`config.mk`:
```
export PLATFORM = sky130hd
export DESIGN_NAME = geofence_driver_flat
export DESIGN_NICKNAME = d
export VERILOG_FILES = /design/src/rtl/geofence_driver_if.sv /design/src/rtl/geofence_driver.sv /design/src/flat_wrapper.sv
export SDC_FILE = /design/constraint.sdc
export NUM_CORES = 1
export LEC_CHECK = 0
export CORE_UTILIZATION = 53
export CTS_CLUSTER_DIAMETER = 120
export DETAILED_ROUTE_END_ITERATION = 8
export PLACE_DENSITY = 0.85
export SYNTH_ARGS = -nofsm -noshare
export SYNTH_HDL_FRONTEND = slang
export SYNTH_SLANG_ARGS = --single-unit
```
`constraint.sdc`:
```
create_clock -name clk -period 4.6 [get_ports clk]
set_clock_uncertainty 0.1 [all_clocks]
set_input_delay 1.38 -clock clk [delete_from_list [all_inputs] [get_ports clk]]
set_output_delay 1.38 -clock clk [all_outputs]
set_load 0.02 [all_outputs]
```
`src/rtl/geofence_driver_if.sv`:
```
// Bus bundle between the geofence driver, its point memory, the geofence engine and the job host.
// The driver uses the master view; the environment uses the slave view.
interface geofence_driver_if;
  logic        start;
  logic [3:0]  num_obj;
  logic [6:0]  mem_addr;
  logic [19:0] mem_data;
  logic [9:0]  X;
  logic [9:0]  Y;
  logic        xy_vld;
  logic        valid;
  logic        is_inside;
  logic        busy;
  logic        done;
  logic [14:0] result_vec;
  logic [3:0]  inside_cnt;
  logic        timeout_err;

  modport master (
    input  start, num_obj, mem_data, valid, is_inside,
    output mem_addr, X, Y, xy_vld, busy, done, result_vec, inside_cnt, timeout_err
  );

  modport slave (
    output start, num_obj, mem_data, valid, is_inside,
    input  mem_addr, X, Y, xy_vld, busy, done, result_vec, inside_cnt, timeout_err
  );
endinterface

```
`src/rtl/geofence_driver.sv`:
```
// Streams 7-point objects (test point + 6 fence vertices) from point memory to a geofence engine
// and collects one inside/outside result per object. Define GEOFENCE_DRIVER_TIMEOUT_EN for a WAIT timeout.
//
// state    | meaning
// IDLE     | waiting for start
// PREFETCH | first test point addressed, data lands next cycle
// SEND     | 7 points on X/Y, address one ahead
// WAIT     | waiting for engine result, next test point already addressed
// FINISH   | one-cycle done pulse
module geofence_driver (
  input  logic              clk,
  input  logic              reset,
  geofence_driver_if.master bus
);

  typedef enum logic [2:0] {IDLE, PREFETCH, SEND, WAIT, FINISH} state_e;

  state_e      state_q, state_d;
  logic [3:0]  num_q, num_d;
  logic [3:0]  obj_q, obj_d;
  logic [2:0]  pt_q, pt_d;
  logic [6:0]  base_q, base_d;
  logic [6:0]  addr_q, addr_d;
  logic [9:0]  x_q, x_d;
  logic [9:0]  y_q, y_d;
  logic        vld_q, vld_d;
  logic        busy_q, busy_d;
  logic        done_q, done_d;
  logic [14:0] rv_q, rv_d;
  logic [3:0]  cnt_q, cnt_d;
`ifdef GEOFENCE_DRIVER_TIMEOUT_EN
  logic        tmo_q, tmo_d;
  logic [5:0]  wcnt_q, wcnt_d;
`endif

  always_comb begin
    state_d = state_q;
    num_d   = num_q;
    obj_d   = obj_q;
    pt_d    = pt_q;
    base_d  = base_q;
    addr_d  = addr_q;
    x_d     = '0;
    y_d     = '0;
    vld_d   = 1'b0;
    done_d  = 1'b0;
    rv_d    = rv_q;
    cnt_d   = cnt_q;
`ifdef GEOFENCE_DRIVER_TIMEOUT_EN
    tmo_d   = tmo_q;
    wcnt_d  = wcnt_q;
`endif
    case (state_q)
      IDLE: begin
        if (bus.start) begin
          if (bus.num_obj != 4'd0) begin
            state_d = PREFETCH;
            num_d   = bus.num_obj;
            obj_d   = '0;
            base_d  = '0;
            addr_d  = '0;
            rv_d    = '0;
            cnt_d   = '0;
`ifdef GEOFENCE_DRIVER_TIMEOUT_EN
            tmo_d   = 1'b0;
`endif
          end else begin
            state_d = FINISH;
            done_d  = 1'b1;
          end
        end
      end
      PREFETCH: begin
        state_d = SEND;
        pt_d    = '0;
        x_d     = bus.mem_data[19:10];
        y_d     = bus.mem_data[9:0];
        vld_d   = 1'b1;
        addr_d  = base_q + 7'd1;
      end
      SEND: begin
        if (pt_q == 3'd6) begin
          state_d = WAIT;
          addr_d  = base_q + 7'd7;
`ifdef GEOFENCE_DRIVER_TIMEOUT_EN
          wcnt_d  = '0;
`endif
        end else begin
          pt_d   = pt_q + 3'd1;
          x_d    = bus.mem_data[19:10];
          y_d    = bus.mem_data[9:0];
          vld_d  = 1'b1;
          addr_d = base_q + {4'd0, pt_q} + 7'd2;
        end
      end
      WAIT: begin
        if (bus.valid) begin
          rv_d   = rv_q | ({14'd0, bus.is_inside} << obj_q);
          cnt_d  = cnt_q + {3'd0, bus.is_inside};
          obj_d  = obj_q + 4'd1;
          base_d = base_q + 7'd7;
          if (obj_q == num_q - 4'd1) begin
            state_d = FINISH;
            done_d  = 1'b1;
          end else begin
            // next test point was addressed during WAIT, so it is on mem_data now
            state_d = SEND;
            pt_d    = '0;
            x_d     = bus.mem_data[19:10];
            y_d     = bus.mem_data[9:0];
            vld_d   = 1'b1;
            addr_d  = base_q + 7'd8;
          end
        end
`ifdef GEOFENCE_DRIVER_TIMEOUT_EN
        else if (wcnt_q == 6'd62) begin
          tmo_d   = 1'b1;
          state_d = FINISH;
          done_d  = 1'b1;
        end else begin
          wcnt_d = wcnt_q + 6'd1;
        end
`endif
      end
      FINISH: state_d = IDLE;
      default: state_d = IDLE;
    endcase
    busy_d = (state_d != IDLE);
  end

  always_ff @(posedge clk) begin
    if (reset) begin
      state_q <= IDLE;
      num_q   <= '0;
      obj_q   <= '0;
      pt_q    <= '0;
      base_q  <= '0;
      addr_q  <= '0;
      x_q     <= '0;
      y_q     <= '0;
      vld_q   <= 1'b0;
      busy_q  <= 1'b0;
      done_q  <= 1'b0;
      rv_q    <= '0;
      cnt_q   <= '0;
`ifdef GEOFENCE_DRIVER_TIMEOUT_EN
      tmo_q   <= 1'b0;
      wcnt_q  <= '0;
`endif
    end else begin
      state_q <= state_d;
      num_q   <= num_d;
      obj_q   <= obj_d;
      pt_q    <= pt_d;
      base_q  <= base_d;
      addr_q  <= addr_d;
      x_q     <= x_d;
      y_q     <= y_d;
      vld_q   <= vld_d;
      busy_q  <= busy_d;
      done_q  <= done_d;
      rv_q    <= rv_d;
      cnt_q   <= cnt_d;
`ifdef GEOFENCE_DRIVER_TIMEOUT_EN
      tmo_q   <= tmo_d;
      wcnt_q  <= wcnt_d;
`endif
    end
  end

  assign bus.mem_addr   = addr_q;
  assign bus.X          = x_q;
  assign bus.Y          = y_q;
  assign bus.xy_vld     = vld_q;
  assign bus.busy       = busy_q;
  assign bus.done       = done_q;
  assign bus.result_vec = rv_q;
  assign bus.inside_cnt = cnt_q;
`ifdef GEOFENCE_DRIVER_TIMEOUT_EN
  assign bus.timeout_err = tmo_q;
`else
  assign bus.timeout_err = 1'b0;
`endif

endmodule

```
`src/flat_wrapper.sv`:
```
// flat-port wrapper written by rule: the top's interface ports become plain ports
module geofence_driver_flat 
  (clk, reset, bus_start, bus_num_obj, bus_mem_data, bus_valid, bus_is_inside, bus_mem_addr, bus_X, bus_Y, bus_xy_vld, bus_busy, bus_done, bus_result_vec, bus_inside_cnt, bus_timeout_err);
  geofence_driver_if bus_i ();
  input  logic clk;
  input  logic reset;
  input wire logic [$bits(bus_i.start)-1:0] bus_start;
  input wire logic [$bits(bus_i.num_obj)-1:0] bus_num_obj;
  input wire logic [$bits(bus_i.mem_data)-1:0] bus_mem_data;
  input wire logic [$bits(bus_i.valid)-1:0] bus_valid;
  input wire logic [$bits(bus_i.is_inside)-1:0] bus_is_inside;
  output wire logic [$bits(bus_i.mem_addr)-1:0] bus_mem_addr;
  output wire logic [$bits(bus_i.X)-1:0] bus_X;
  output wire logic [$bits(bus_i.Y)-1:0] bus_Y;
  output wire logic [$bits(bus_i.xy_vld)-1:0] bus_xy_vld;
  output wire logic [$bits(bus_i.busy)-1:0] bus_busy;
  output wire logic [$bits(bus_i.done)-1:0] bus_done;
  output wire logic [$bits(bus_i.result_vec)-1:0] bus_result_vec;
  output wire logic [$bits(bus_i.inside_cnt)-1:0] bus_inside_cnt;
  output wire logic [$bits(bus_i.timeout_err)-1:0] bus_timeout_err;
  assign bus_i.start = bus_start;
  assign bus_i.num_obj = bus_num_obj;
  assign bus_i.mem_data = bus_mem_data;
  assign bus_i.valid = bus_valid;
  assign bus_i.is_inside = bus_is_inside;
  assign bus_mem_addr = bus_i.mem_addr;
  assign bus_X = bus_i.X;
  assign bus_Y = bus_i.Y;
  assign bus_xy_vld = bus_i.xy_vld;
  assign bus_busy = bus_i.busy;
  assign bus_done = bus_i.done;
  assign bus_result_vec = bus_i.result_vec;
  assign bus_inside_cnt = bus_i.inside_cnt;
  assign bus_timeout_err = bus_i.timeout_err;
  geofence_driver u_core (.clk(clk), .reset(reset), .bus(bus_i));
endmodule
```
=== Yosys cells after proc, flatten, opt, wreduce, memory -nomap -nowiden ===
Cells that the tools add are included.

* Register bits: 70
* Output and inout bits: 50
* Word-level logic and storage cells: 89

* $add $sub $neg: 9
* Mux-type cells: 45
* Bitwise logic cells: 1
* Shifts and indexed selects: 1
* Equal/unequal tests: 10
* Reductions and logical operators: 10

{| class="wikitable"
|+ Operator list
! cell !! count
|-
| $mux 10 || 6
|-
| $pmux 10 s3 || 2
|-
| $mux 15 || 3
|-
| $mux 7 || 6
|-
| $pmux 15 s2 || 1
|-
| $pmux 7 s4 || 1
|-
| $mux 3 || 8
|-
| $mux 4 || 4
|-
| $pmux 4 s2 || 2
|-
| $or 15x15->15 || 1
|-
| $shl 1x4->15 || 1
|-
| $pmux 7 s2 || 1
|-
| $pmux 3 s4 || 1
|-
| $pmux 3 s3 || 1
|-
| $ne 2x2->1 const B || 4
|-
| $reduce_and 4->1 || 2
|-
| $reduce_bool 4->1 || 2
|-
| $add 7x1->7 const B || 1
|-
| $add 7x2->7 const B || 1
|-
| $add 7x3->7 || 1
|-
| $add 7x3->7 const B || 1
|-
| $add 7x4->7 const B || 1
|-
| $mux 1 || 7
|-
| $eq 3x2->1 const B || 2
|-
| other kinds (15) || 16
|}

=== Longest topological paths before layout ===
Gate-level depths: netlist of run 1.

* Depth after elaboration: 6
* Gate-level depth with buffers: 10

=== Worst setup path after synthesis of run 1 ===
No wires, ideal clock.

* Kind: in2reg
* Start: input port bus_num_obj[0]
* End: register u_core.rv_q[7], in the netlist u_core.bus.result_vec[7]
* Required time: 4.372 ns
* Arrival: 2.725 ns
* Buffers on the path: 1
* Slack: 1.647 ns
* Stages on the path: 6
* Library setup time: 0.128 ns
* Cells stage by stage: or4_1 > a21oi_1 > buf_4 > and4bb_2 > a31oi_1 > nor2_1

* Cells in the longest elaborated chain, start to end: 3

{| class="wikitable"
|+ RTL lines
! item !! line !! RTL
|-
| from (decl) || flat_wrapper.sv:8 || <nowiki>input wire logic [$bits(bus_i.num_obj)-1:0] bus_num_obj;</nowiki>
|-
| $reduce_bool 4->1 || geofence_driver.sv:56 || <nowiki>if (bus.num_obj != 4'd0) begin</nowiki>
|-
| $ne 2x1->1 (no source line) || n/a ||
|-
| $reduce_and 4->1 (no source line) || n/a ||
|-
| to (signal assigned) || geofence_driver.sv:162 || <nowiki>rv_q <= rv_d;</nowiki>
|-
| to (decl) || geofence_driver.sv:29 || <nowiki>logic [14:0] rv_q, rv_d;</nowiki>
|}

Every way passes these cells.
A chain may end at the register's enable or synchronous reset.

=== Final worst setup path of run 1 ===
* Start: input port bus_start
* End: register u_core.rv_q[12], in the netlist u_core.bus.result_vec[12]

* Cells in the longest elaborated chain, start to end: 2

{| class="wikitable"
|+ RTL lines
! item !! line !! RTL
|-
| from (decl) || flat_wrapper.sv:7 || <nowiki>input wire logic [$bits(bus_i.start)-1:0] bus_start;</nowiki>
|-
| $ne 2x2->1 (no source line) || n/a ||
|-
| $reduce_and 4->1 (no source line) || n/a ||
|}

Every way passes these cells.

==> results.md, run 1 <==
- Worst endpoint data arrival time: 3.42 ns
- Worst Setup Path Type: in2reg
- Die height: 80.21 um
- Iteration-0 DRC count of the detailed router: ~230
- Clock-pin slew reported for the worst setup and hold paths after clock tree synthesis: approximately 0.060 ns
- CORE AREA: around 5900 um2
- Status: finished clean
- Sequential cell area fraction in the yosys report: 0.4323
- Initial Utilization: 0.5475
- Post-route antenna net violation count: 0
- Level count of the clock H-tree: 3
- Rows: 28
- Maximum vdd ir drop: between 200 and 300 uV
- Final hold viol count: 0
- Final Worst Setup Slack: between 1 and 1.5 ns
- Number of pins exceeding their max-slew limit in the final report: 0
- Count of pins on the block boundary: slightly below 80
- Mapped cell area: approximately 3200 um2
- Layout area overhead: 31.15%
- Smallest hold slack: 0.3778 ns
- Top cell type's share of synthesized area: 0.4323
- Worst-path fanout max: 20
- Proportion of layout cells with a drive suffix above 1: 0.07459
- Avg Inst Size Synth: 9.106 um2
- Clock tree root driver cell: sky130_fd_sc_hd__clkbuf_8
- Total of warnings raised by yosys: 0
- Worst-skew pair later-pin latency: between 0.3 and 0.4 ns
- Hold-fix buffers, CTS: 0
- FFs w/ async S/R, synth: 0
- Die Span X: between 80 and 90 um
- Die Area: 6434 um2
- Accumulated negative setup slack: 0 ns
- Total number of nets in the final design: roughly 470
- Biggest area consumer among synthesized cells: sky130_fd_sc_hd__dfxtp_1
- Sink count of the clock tree: 70
- Top post-synthesis cells by area: sky130_fd_sc_hd__dfxtp_1 (43%), sky130_fd_sc_hd__ha_1 (5.8%), sky130_fd_sc_hd__a21oi_1 (4.8%)
- Count of inserted antenna diode cells: 0
- Clock buffers created by TritonCTS: 9
- Worst R2R Setup Slack: 1.71 ns
- Post-CTS setup-driven buffer insertion count: 0
- Count of maximum capacitance violations: 0
- Pre-antenna DRT Iters: 5
- Synthesized flop and latch total: 70
- CTS tree: yes
- Overall power: around 1.3 mW
- All-Layer GR Usage: 0.2593
- Maximum number of pins on one net before global-route repair: 22
- Final setup violation count: 0
- Number of antenna violations at the first check in global routing: 0
- DP Wirelength: between 5000 and 6000 um
- Startpoint types: input pin
- Quantity of I/O buffers inserted on ports: slightly below 80
- Cell count after placement: roughly 490
- Worst slew slack as a fraction of its limit: 0.5422
- Maximum clock frequency: between 300 and 400 MHz
- Most used flip-flop cell after synthesis: sky130_fd_sc_hd__dfxtp_1
- Number of enable flip-flop cells after synthesis: 0
- Wire length of the first global-routing pass: 12680 um
- DRC violations left: 0
- DR vias: approximately 2900
- Unrepaired setup endpoints after global routing: no
- Pwr per Cell Area: around 310 nW/um2
- Non-filler instance count after layout: around 500
- CP endpoint kind: flip-flop
- Global-route congestion overflow total: 0
- Critical Path RT: roughly 4.7 ns
- Pre-CTS setup slack: about 1 ns
- Drt wl/cell: roughly 16 um
- Final period utilization: 0.7240
- Count of distinct cell types in the synthesized netlist: 63
- Weighted congestion reported at the end of routability-driven placement: about 0.89
- Clock Path Buffers: 2
- Number of global-route vias before repair: 2685
- Post-synthesis cell count: about 360
- Via-per-instance ratio: a little under 6
- Type of the worst min-delay path: reg2reg
- Static power due to leakage: ~1.6 nW
- Total length of routed wires: around 7900 um
- Post-synth net total: roughly 400
- Transition time at the pin with the least slew margin: a little under 0.7 ns
- Post-cts resize count: 0
- Clock period minus final worst setup slack: about 3.3 ns
==> final timing paths <==
| kind | from | end | cells after the start |
|---|---|---|---|
| max | bus_start | u_core.bus.result_vec[12] | 5 |
| min | u_core.bus.mem_addr[1] | u_core.bus.mem_addr[1] | 2 |
| max reg2reg | u_core.base_q[2] | u_core.bus.mem_addr[6] | 7 |
| min reg2reg | u_core.bus.mem_addr[1] | u_core.bus.mem_addr[1] | 2 |
==> kinds of logic (layout without fill, tap and decap cells) <==
| logic type | after synthesis | after routing | share of synthesized area |
|---|---|---|---|
| other cells | 1 | 1 | 0.001157 |
| flops | 70 | 70 | 0.4323 |
| buf+inv | 33 | 106 | 0.04554 |
| mux | 2 | 2 | 0.006561 |
| xor+xnor | 11 | 11 | 0.03628 |
| fa+ha+maj | 16 | 16 | 0.06407 |
| compound gates | 94 | 94 | 0.1941 |
| simple gates | 129 | 129 | 0.2200 |
==> per-stage QoR <==
| stage | util | instance area, um2 |
|---|---|---|
| 6_report | 0.7181 | 4252 |
| 5_1_grt | 0.7181 | 4252 |
| 4_1_cts | 0.7181 | 4252 |
| 3_5_place_dp | 0.6788 | 4019 |
| 3_3_place_gp | 0.6788 | 4019 |
| 2_1_floorplan | - | 3242 |
==> Yosys cell counts, types with 2 or more instances <==
master                     number
sky130_fd_sc_hd__clkbuf_1      10
sky130_fd_sc_hd__inv_1         10
sky130_fd_sc_hd__and4b_1        2
sky130_fd_sc_hd__and4bb_2       2
sky130_fd_sc_hd__o211ai_1       2
sky130_fd_sc_hd__a32oi_1        2
sky130_fd_sc_hd__buf_2          9
sky130_fd_sc_hd__nand2b_1       6
sky130_fd_sc_hd__xor2_1         4
sky130_fd_sc_hd__buf_4          3
sky130_fd_sc_hd__nand3_1       10
sky130_fd_sc_hd__nand2_1       13
sky130_fd_sc_hd__a21o_1         2
sky130_fd_sc_hd__a211oi_1       6
sky130_fd_sc_hd__nor2b_1        7
sky130_fd_sc_hd__a22o_1         3
sky130_fd_sc_hd__or4_1          2
sky130_fd_sc_hd__and2_1        23
sky130_fd_sc_hd__dfxtp_1       70
sky130_fd_sc_hd__o22ai_1        3
sky130_fd_sc_hd__nor3_1         5
sky130_fd_sc_hd__a31o_2         4
sky130_fd_sc_hd__a31oi_1        6
sky130_fd_sc_hd__nor2_1        41
sky130_fd_sc_hd__ha_1          15
sky130_fd_sc_hd__or3_1          8
sky130_fd_sc_hd__a22oi_1        6
sky130_fd_sc_hd__o21ai_0       13
sky130_fd_sc_hd__a21oi_1       31
sky130_fd_sc_hd__xnor2_1        5
==> where the power goes <==
group / switching [mW] / internal [mW] / total, mW
logic: 0.0742 / 0.0654 / 0.140
registers: 0.0133 / 0.618 / 0.631
clock network: 0.225 / 0.335 / 0.559
total: 0.312 / 1.02 / 1.33
==> per-layer routing <==
layer,wire (um),GRT usage
met1,3402,0.3359
met2,3684,0.4000
met3,663,0.07386
met4,153,0.1143
met5,0,0
==> state kept, by name, indices dropped and copies added (netlist names), 3 cells and up <==
signal,count
u_core.bus.Y,10
u_core.state_q,3
u_core.bus.X,10
u_core.bus.mem_addr,7
u_core.base_q,7
u_core.num_q,4
u_core.bus.result_vec,15
u_core.bus.inside_cnt,4
u_core.pt_q,3
u_core.obj_q,4
==> cell usage in the layout (no fill, tap or decap), types with 4 or more instances in the layout <==
master                            count
sky130_fd_sc_hd__a22oi_1              6
sky130_fd_sc_hd__nor2_1              41
sky130_fd_sc_hd__and2_1              23
sky130_fd_sc_hd__nand2b_1             6
sky130_fd_sc_hd__nor3_1               5
sky130_fd_sc_hd__clkbuf_8            11
sky130_fd_sc_hd__clkdlybuf4s50_1     77
sky130_fd_sc_hd__nor2b_1              7
sky130_fd_sc_hd__o21ai_0             13
sky130_fd_sc_hd__a211oi_1             6
sky130_fd_sc_hd__ha_1                15
sky130_fd_sc_hd__a31oi_1              6
sky130_fd_sc_hd__inv_1               10
sky130_fd_sc_hd__xnor2_1              5
sky130_fd_sc_hd__xor2_1               4
sky130_fd_sc_hd__a21oi_1             31
sky130_fd_sc_hd__a31o_2               4
sky130_fd_sc_hd__dfxtp_1             70
sky130_fd_sc_hd__nand2_1             13
sky130_fd_sc_hd__or3_1                8
sky130_fd_sc_hd__nand3_1             10
==> cell type report <==
class / count / area, um2
Timing Repair Buffer: 80 / 793.3
Multi-Input combinational cell: 253 / 1693
Fill cell: 424 / 1669
Tap cell: 75 / 93.84
Sequential cell: 70 / 1401
Clock buffer: 11 / 151.4
Inverter: 10 / 37.54
Clock inverter: 5 / 81.33
==> worst max-delay path: stages <==
cell,delay (ns)
sky130_fd_sc_hd__clkdlybuf4s50_1,0.51
sky130_fd_sc_hd__nor4b_2,0.49
sky130_fd_sc_hd__nand2_1,0.31
sky130_fd_sc_hd__nand2_1,0.60
sky130_fd_sc_hd__nor2_1,0.14
Note: power is estimated with default switching activity, not from simulation.
==> run 2, diff against run 1 <==
- CORE_UTILIZATION: 53 -> 45
- PLACE_DENSITY: 0.85 -> 0.77
- clock period: 4.6 -> 2.8 ns (I/O delays scaled with it)
==> run 2 against run 1 <==
Against the previous run:
- highest routed layer unchanged
- clock power is 63% higher
- critical endpoint is now u_core.bus.mem_addr[6]
- sequential cell count did not move
- first-iteration DRC count decreased by 30%
- routed wire length up 2.0%
- global-route usage fell by 3.8 points
==> results.md, run 2 (same netlist as run 1, synthesis figures left out) <==
- Status: finished clean
- Weighted congestion reported at the end of routability-driven placement: 0.8630 (-3.4%)
- Count of maximum capacitance violations: 0 (unchanged)
- Post-CTS setup-driven buffer insertion count: 0 (unchanged)
- Count of inserted antenna diode cells: 0 (unchanged)
- Top library cells by usage in the layout, fill and taps aside: sky130_fd_sc_hd__clkdlybuf4s50_1 (77), sky130_fd_sc_hd__dfxtp_1 (70), sky130_fd_sc_hd__nor2_1 (41), sky130_fd_sc_hd__a21oi_1 (31)
- Cell mode on critical path: sky130_fd_sc_hd__ha_1
- Critical-path top delay cell: sky130_fd_sc_hd__dfxtp_1
- Startpoint types: flip-flop
- CTS tree: yes
- Pwr per Cell Area: 495.7 nW/um2 (+59%)
- Initial Utilization: 0.4719 (-0.07560)
- Static power due to leakage: 1.739 nW (+5.9%)
- Count of buffering cells on the critical path with inverters included: 1 (unchanged)
- Worst-skew pair later-pin latency: 0.34 ns (about the same)
- DRC violations left: 0 (unchanged)
- Met3 Resource Use GR: 0.06256 (-0.01130)
- Final Worst Setup Slack: 0.2090 ns (-1.060 ns)
- CORE AREA: 6869 um2 (+16%)
- Hold-fix buffers, CTS: 0 (unchanged)
- Type of the worst min-delay path: reg2reg
- Via-per-instance ratio: 5.372 (-8.0%)
- Transition time at the pin with the least slew margin: 0.6655 ns (-0.01963 ns)
- Clock buffers created by TritonCTS: 9 (unchanged)
- Sink count of the clock tree: 70 (unchanged)
- Unrepaired setup endpoints after global routing: no
- Die height: 86.88 um (+8.3%)
- Post-route antenna net violation count: 0 (unchanged)
- Number of antenna violations at the first check in global routing: 0 (unchanged)
- Final setup violation count: 0 (unchanged)
- Pre-CTS setup slack: -0.09371 ns (-1.098 ns)
- Wire length of the first global-routing pass: 12950 um (+2.1%)
- Worst-path fanout max: 7 (-65%)
- Worst endpoint data arrival time: 2.73 ns (-0.69 ns)
- Overall power: 2.199 mW (+65%)
- FILL cells: 541 (+28%)
- Post-cts resize count: 0 (unchanged)
- Clock Path Buffers: 2 (unchanged)
- Layout area overhead: 36.86%
- Number of pins exceeding their max-slew limit in the final report: 0 (unchanged)
- CP endpoint kind: flip-flop
- Clock period minus final worst setup slack: between 2 and 3 ns
- Final period utilization: 0.9254
- Number of global-route vias before repair: 2759 (+2.8%)
- Accumulated negative setup slack: 0 ns (unchanged)
- DR vias: 2933 (-0.34%)
- Cells traversed along the worst timing path: ha_1 -> ha_1 -> a21o_1 -> a211oi_1 -> buf_4 -> o311a_1 -> or3_1 -> mux2_2
- DP Wirelength: 5801 um (+6.2%)
- Clock tree root driver cell: sky130_fd_sc_hd__clkbuf_8
- Final hold viol count: 0 (unchanged)
- Cell type group with the largest total delay on the critical path: adder cells
- Level count of the clock H-tree: 3 (unchanged)
- Met2 usage: 0.3407 (-0.05927)
- Total length of routed wires: 8065 um (+2.0%)
- Drt wl/cell: 14.77 um (-5.8%)
- Worst Setup Path Type: reg2reg
- Worst slew slack as a fraction of its limit: 0.5558 (+0.01359)
- Clock-pin slew reported for the worst setup and hold paths after clock tree synthesis: 0.08 ns (+0.02 ns)
- Maximum number of pins on one net before global-route repair: 22 (unchanged)
- Die Span X: 86.88 um (+8.3%)
- Total number of nets in the final design: 490 (+4.5%)
- Quantity of I/O buffers inserted on ports: 77 (unchanged)
- All-Layer GR Usage: 0.2217 (-0.03753)
- Iteration-0 DRC count of the detailed router: 160 (-30%)
- Rows: 30 (+7.1%)
- Critical Path RT: 2.93 ns (-1.76 ns)
- Largest stage delay on the critical path: 0.44 ns (-0.16 ns)
- Maximum clock frequency: ~390 MHz
- Global-route congestion overflow total: 0 (unchanged)
- Proportion of layout cells with a drive suffix above 1: 0.1178 (+0.04319)
- Count of pins on the block boundary: 79 (unchanged)
- Most common library cell in the layout ignoring fill and taps: sky130_fd_sc_hd__clkdlybuf4s50_1
- Maximum vdd ir drop: 359.2 uV (+28%)
- Met1 Use GR: 0.2912 (-0.04469)
- Die Area: 7547 um2 (+17%)
- Global route hottest layer: met2
- Flip-flop count of the largest register, all copies and words added: 15 (unchanged)
- Pre-antenna DRT Iters: 4 (-1)
==> run 2: metrics by stage <==
step,cells,area (um2),util,hold WS [ns]
after global routing,546,4437,0.6459,0.4052
after global placement,530,4215,0.6137,0.3552
after CTS,546,4437,0.6459,0.3724
after detailed placement,530,4215,0.6137,0.3551
final,546,4437,0.6459,0.3747
after floorplan,356,3242,-,0.3496
==> run 2: cell type report <==
class / instances / area (um2) / share of cell area
flip-flops and latches: 70 / 1401 / 0.3158
clock inverters: 7 / 97.59 / 0.02200
repair buffers: 101 / 963.4 / 0.2171
multi-input cells: 253 / 1693 / 0.3816
inverters: 10 / 37.54 / 0.008460
clock buffers: 9 / 123.9 / 0.02792
well taps: 96 / 120.1 / 0.02707
==> run 2: path summary, 6_finish.rpt <==
path | slack, ns | cells past startpoint | startpoint | end
worst max-delay path | 0.21 | 8 | u_core.pt_q[2] | u_core.bus.mem_addr[6]
worst max register to register | 0.21 | 8 | u_core.pt_q[2] | u_core.bus.mem_addr[6]
worst min register to register | 0.37 | 2 | u_core.bus.result_vec[9] | u_core.bus.result_vec[9]
worst min-delay path | 0.37 | 2 | u_core.bus.result_vec[9] | u_core.bus.result_vec[9]
==> run 2: report_power, final <==
group | total, mW | leakage, nW | switching [mW] | internal [mW]
combinational | 0.256 | 1.07 | 0.127 | 0.128
clock | 0.909 | 0.106 | 0.405 | 0.504
sequential | 1.03 | 0.566 | 0.0207 | 1.01
total | 2.20 | 1.74 | 0.553 | 1.65
==> run 2: tightest hold or removal path: cells and delay by family (launching register included) <==
kind | cells | cell delay (ns)
DFF | 1 | 0.33
and+or+nand+nor | 1 | 0.07
AOI/OAI and AO/OA | 1 | 0.04
==> run 2: per-layer routing <==
metal  wire [um]  share of wire
met4         134          0.017
met3         534          0.066
met1        3681           0.46
met2        3714           0.46
met5           0              0
==> run 3, diff against run 2 <==
- CAP_MARGIN: default -> 20
- RECOVER_POWER: default -> 50
==> run 3 against run 2 <==
Against the previous run:
- die area unchanged
- power decreased by 0.34%
- worst hold slack lost 0.0070 ns
- sequential power hardly changed
- global-route usage unchanged
- fmax about the same
- design area hardly changed
- cell count unchanged
- first-iteration DRC count rose by 5.0%
- utilization about the same
- sequential cell count unchanged
- routed wire length is 0.31% lower
- critical path type unchanged
- largest power group unchanged
==> results.md, run 3 (same netlist as run 1, synthesis figures left out) <==
- Pre-antenna DRT Iters: 4 (unchanged)
- Maximum clock frequency: 386.0 MHz (about the same)
- All-Layer GR Usage: 0.2217 (unchanged)
- Clock tree root driver cell: sky130_fd_sc_hd__clkbuf_8
- Pwr per Cell Area: 494.3 nW/um2 (-0.28%)
- Type of the worst min-delay path: reg2reg
- Iteration-0 DRC count of the detailed router: 168 (+5.0%)
- Sink count of the clock tree: 70 (unchanged)
- Total number of nets in the final design: 490 (unchanged)
- Number of global-route vias before repair: 2759 (unchanged)
- Static power due to leakage: 1.899 nW (+9.2%)
- Status: finished clean
- CORE AREA: 6869 um2 (unchanged)
- Flip-flop count of the largest register, all copies and words added: 15 (unchanged)
- DP Wirelength: 5801 um (unchanged)
- Clock period minus final worst setup slack: 2.591 ns (-0.00007900 ns)
- Number of pins exceeding their max-slew limit in the final report: 0 (unchanged)
- Smallest hold slack: 0.3677 ns (-0.007000 ns)
- Global-route congestion overflow total: 0 (unchanged)
- DRC violations left: 0 (unchanged)
- Final hold viol count: 0 (unchanged)
- Count of inserted antenna diode cells: 0 (unchanged)
- Proportion of layout cells with a drive suffix above 1: 0.1178 (unchanged)
- Unrepaired setup endpoints after global routing: no
- Worst-skew pair later-pin latency: 0.34 ns (about the same)
- Worst R2R Setup Slack: 0.21 ns (about the same)
- Number of antenna violations at the first check in global routing: 0 (unchanged)
- Count of pins on the block boundary: 79 (unchanged)
- Die Area: 7547 um2 (unchanged)
- Top library cells by usage in the layout, fill and taps aside: sky130_fd_sc_hd__dfxtp_1 (70), sky130_fd_sc_hd__dlygate4sd3_1 (47), sky130_fd_sc_hd__nor2_1 (41), sky130_fd_sc_hd__a21oi_1 (31), sky130_fd_sc_hd__clkdlybuf4s50_1 (30)
- DR vias: 2933 (unchanged)
- Worst-path fanout max: 7 (unchanged)
- Post-CTS setup-driven buffer insertion count: 0 (unchanged)
- Level count of the clock H-tree: 3 (unchanged)
- Initial Utilization: 0.4719 (unchanged)
- CTS tree: yes
- Worst slew slack as a fraction of its limit: 0.5637 (+0.007949)
- Clock-pin slew reported for the worst setup and hold paths after clock tree synthesis: 0.08 ns (about the same)
- Weighted congestion reported at the end of routability-driven placement: 0.8630 (unchanged)
- Maximum number of pins on one net before global-route repair: 22 (unchanged)
- Hold-fix buffers, CTS: 0 (unchanged)
- Wire length of the first global-routing pass: 12950 um (unchanged)
- Most common library cell in the layout ignoring fill and taps: sky130_fd_sc_hd__dfxtp_1
- Quantity of I/O buffers inserted on ports: 77 (unchanged)
- Final setup violation count: 0 (unchanged)
- Die Span X: 86.88 um (unchanged)
- Drt wl/cell: 14.73 um (-0.31%)
- Die height: 86.88 um (unchanged)
- Transition time at the pin with the least slew margin: 0.6536 ns (-0.01191 ns)
- Post-route antenna net violation count: 0 (unchanged)
- Worst endpoint data arrival time: 2.72 ns (about the same)
- Layout area overhead: 36.78% (about the same)
- Clock buffers created by TritonCTS: 9 (unchanged)
- Via-per-instance ratio: 5.372 (unchanged)
- Rows: 30 (unchanged)
- Critical Path RT: 2.93 ns (about the same)
- Maximum vdd ir drop: 359.5 uV (about the same)
- Worst Setup Path Type: reg2reg
- Post-cts resize count: 0 (unchanged)
- Startpoint types: flip-flop
- Total length of routed wires: 8040 um (-0.31%)
- CP endpoint kind: flip-flop
- Count of maximum capacitance violations: 0 (unchanged)
- Clock Path Buffers: 2 (unchanged)
- Finished Core Util: 0.6455 (about the same)
- Final period utilization: 0.9253 (about the same)
==> run 3: cell count changes in the layout (fill, tap and decap cells not counted), sizes merged <==
cell | previous run | this run
clkdlybuf4s50 | 77 | 30
buf | 24 | 22
dlygate4sd3 | 0 | 47
clkbuf | 9 | 11
==> run 3: layout make-up <==
| cell class | instances | area, um2 |
|---|---|---|
| Timing Repair Buffer | 101 | 960.9 |
| Multi-Input combinational cell | 253 | 1693 |
| Sequential cell | 70 | 1401 |
| Fill cell | 542 | 2435 |
| Tap cell | 96 | 120.1 |
| Inverter | 10 | 37.54 |
| Clock inverter | 7 | 97.59 |
| Clock buffer | 9 | 123.9 |
==> run 3: critical path, stage by stage (launching register included) <==
cell and delay, ns:
sky130_fd_sc_hd__dfxtp_1 0.44, sky130_fd_sc_hd__ha_1 0.32, sky130_fd_sc_hd__ha_1 0.31, sky130_fd_sc_hd__a21o_1 0.10
sky130_fd_sc_hd__a211oi_1 0.09, sky130_fd_sc_hd__buf_4 0.15, sky130_fd_sc_hd__o311a_1 0.31, sky130_fd_sc_hd__or3_1 0.40
sky130_fd_sc_hd__mux2_2 0.27
==> run 3: final timing paths <==
path	startpoint	end	depth (start not counted)
max reg2reg	u_core.pt_q[2]	u_core.bus.mem_addr[6]	8
min	u_core.bus.result_vec[7]	u_core.bus.result_vec[7]	2
max	u_core.pt_q[2]	u_core.bus.mem_addr[6]	8
min reg2reg	u_core.bus.result_vec[7]	u_core.bus.result_vec[7]	2
==> run 3: stage by stage <==
stage | area, um2 | total power [mW] | setup slack (ns) | setup TNS, ns | cells
final | 4434 | 2.192 | 0.2090 | 0 | 546
after global routing | 4434 | 2.270 | 0.09103 | 0 | 546
after CTS | 4437 | 2.203 | 0.2033 | 0 | 546
after global placement | 4215 | 1.305 | -0.02461 | -0.06303 | 530
after floorplan | 3242 | 1.194 | 0.3811 | 0 | 356
after detailed placement | 4215 | 1.312 | -0.09371 | -0.9125 | 530
==> run 3: power breakdown <==
| group | total, mW | switching (mW) | internal, mW |
|---|---|---|---|
| clock network | 0.907 | 0.402 | 0.504 |
| logic | 0.251 | 0.127 | 0.124 |
| registers | 1.03 | 0.0201 | 1.01 |
==> run 3: metal layers <==
metal,GRT usage,share of wire,vias to the layer above
li1,-,-,1447
met1,0.2912,0.45,1374
met2,0.3407,0.46,96
met3,0.06256,0.068,16
met4,0.09545,0.018,0
met5,0,0,-
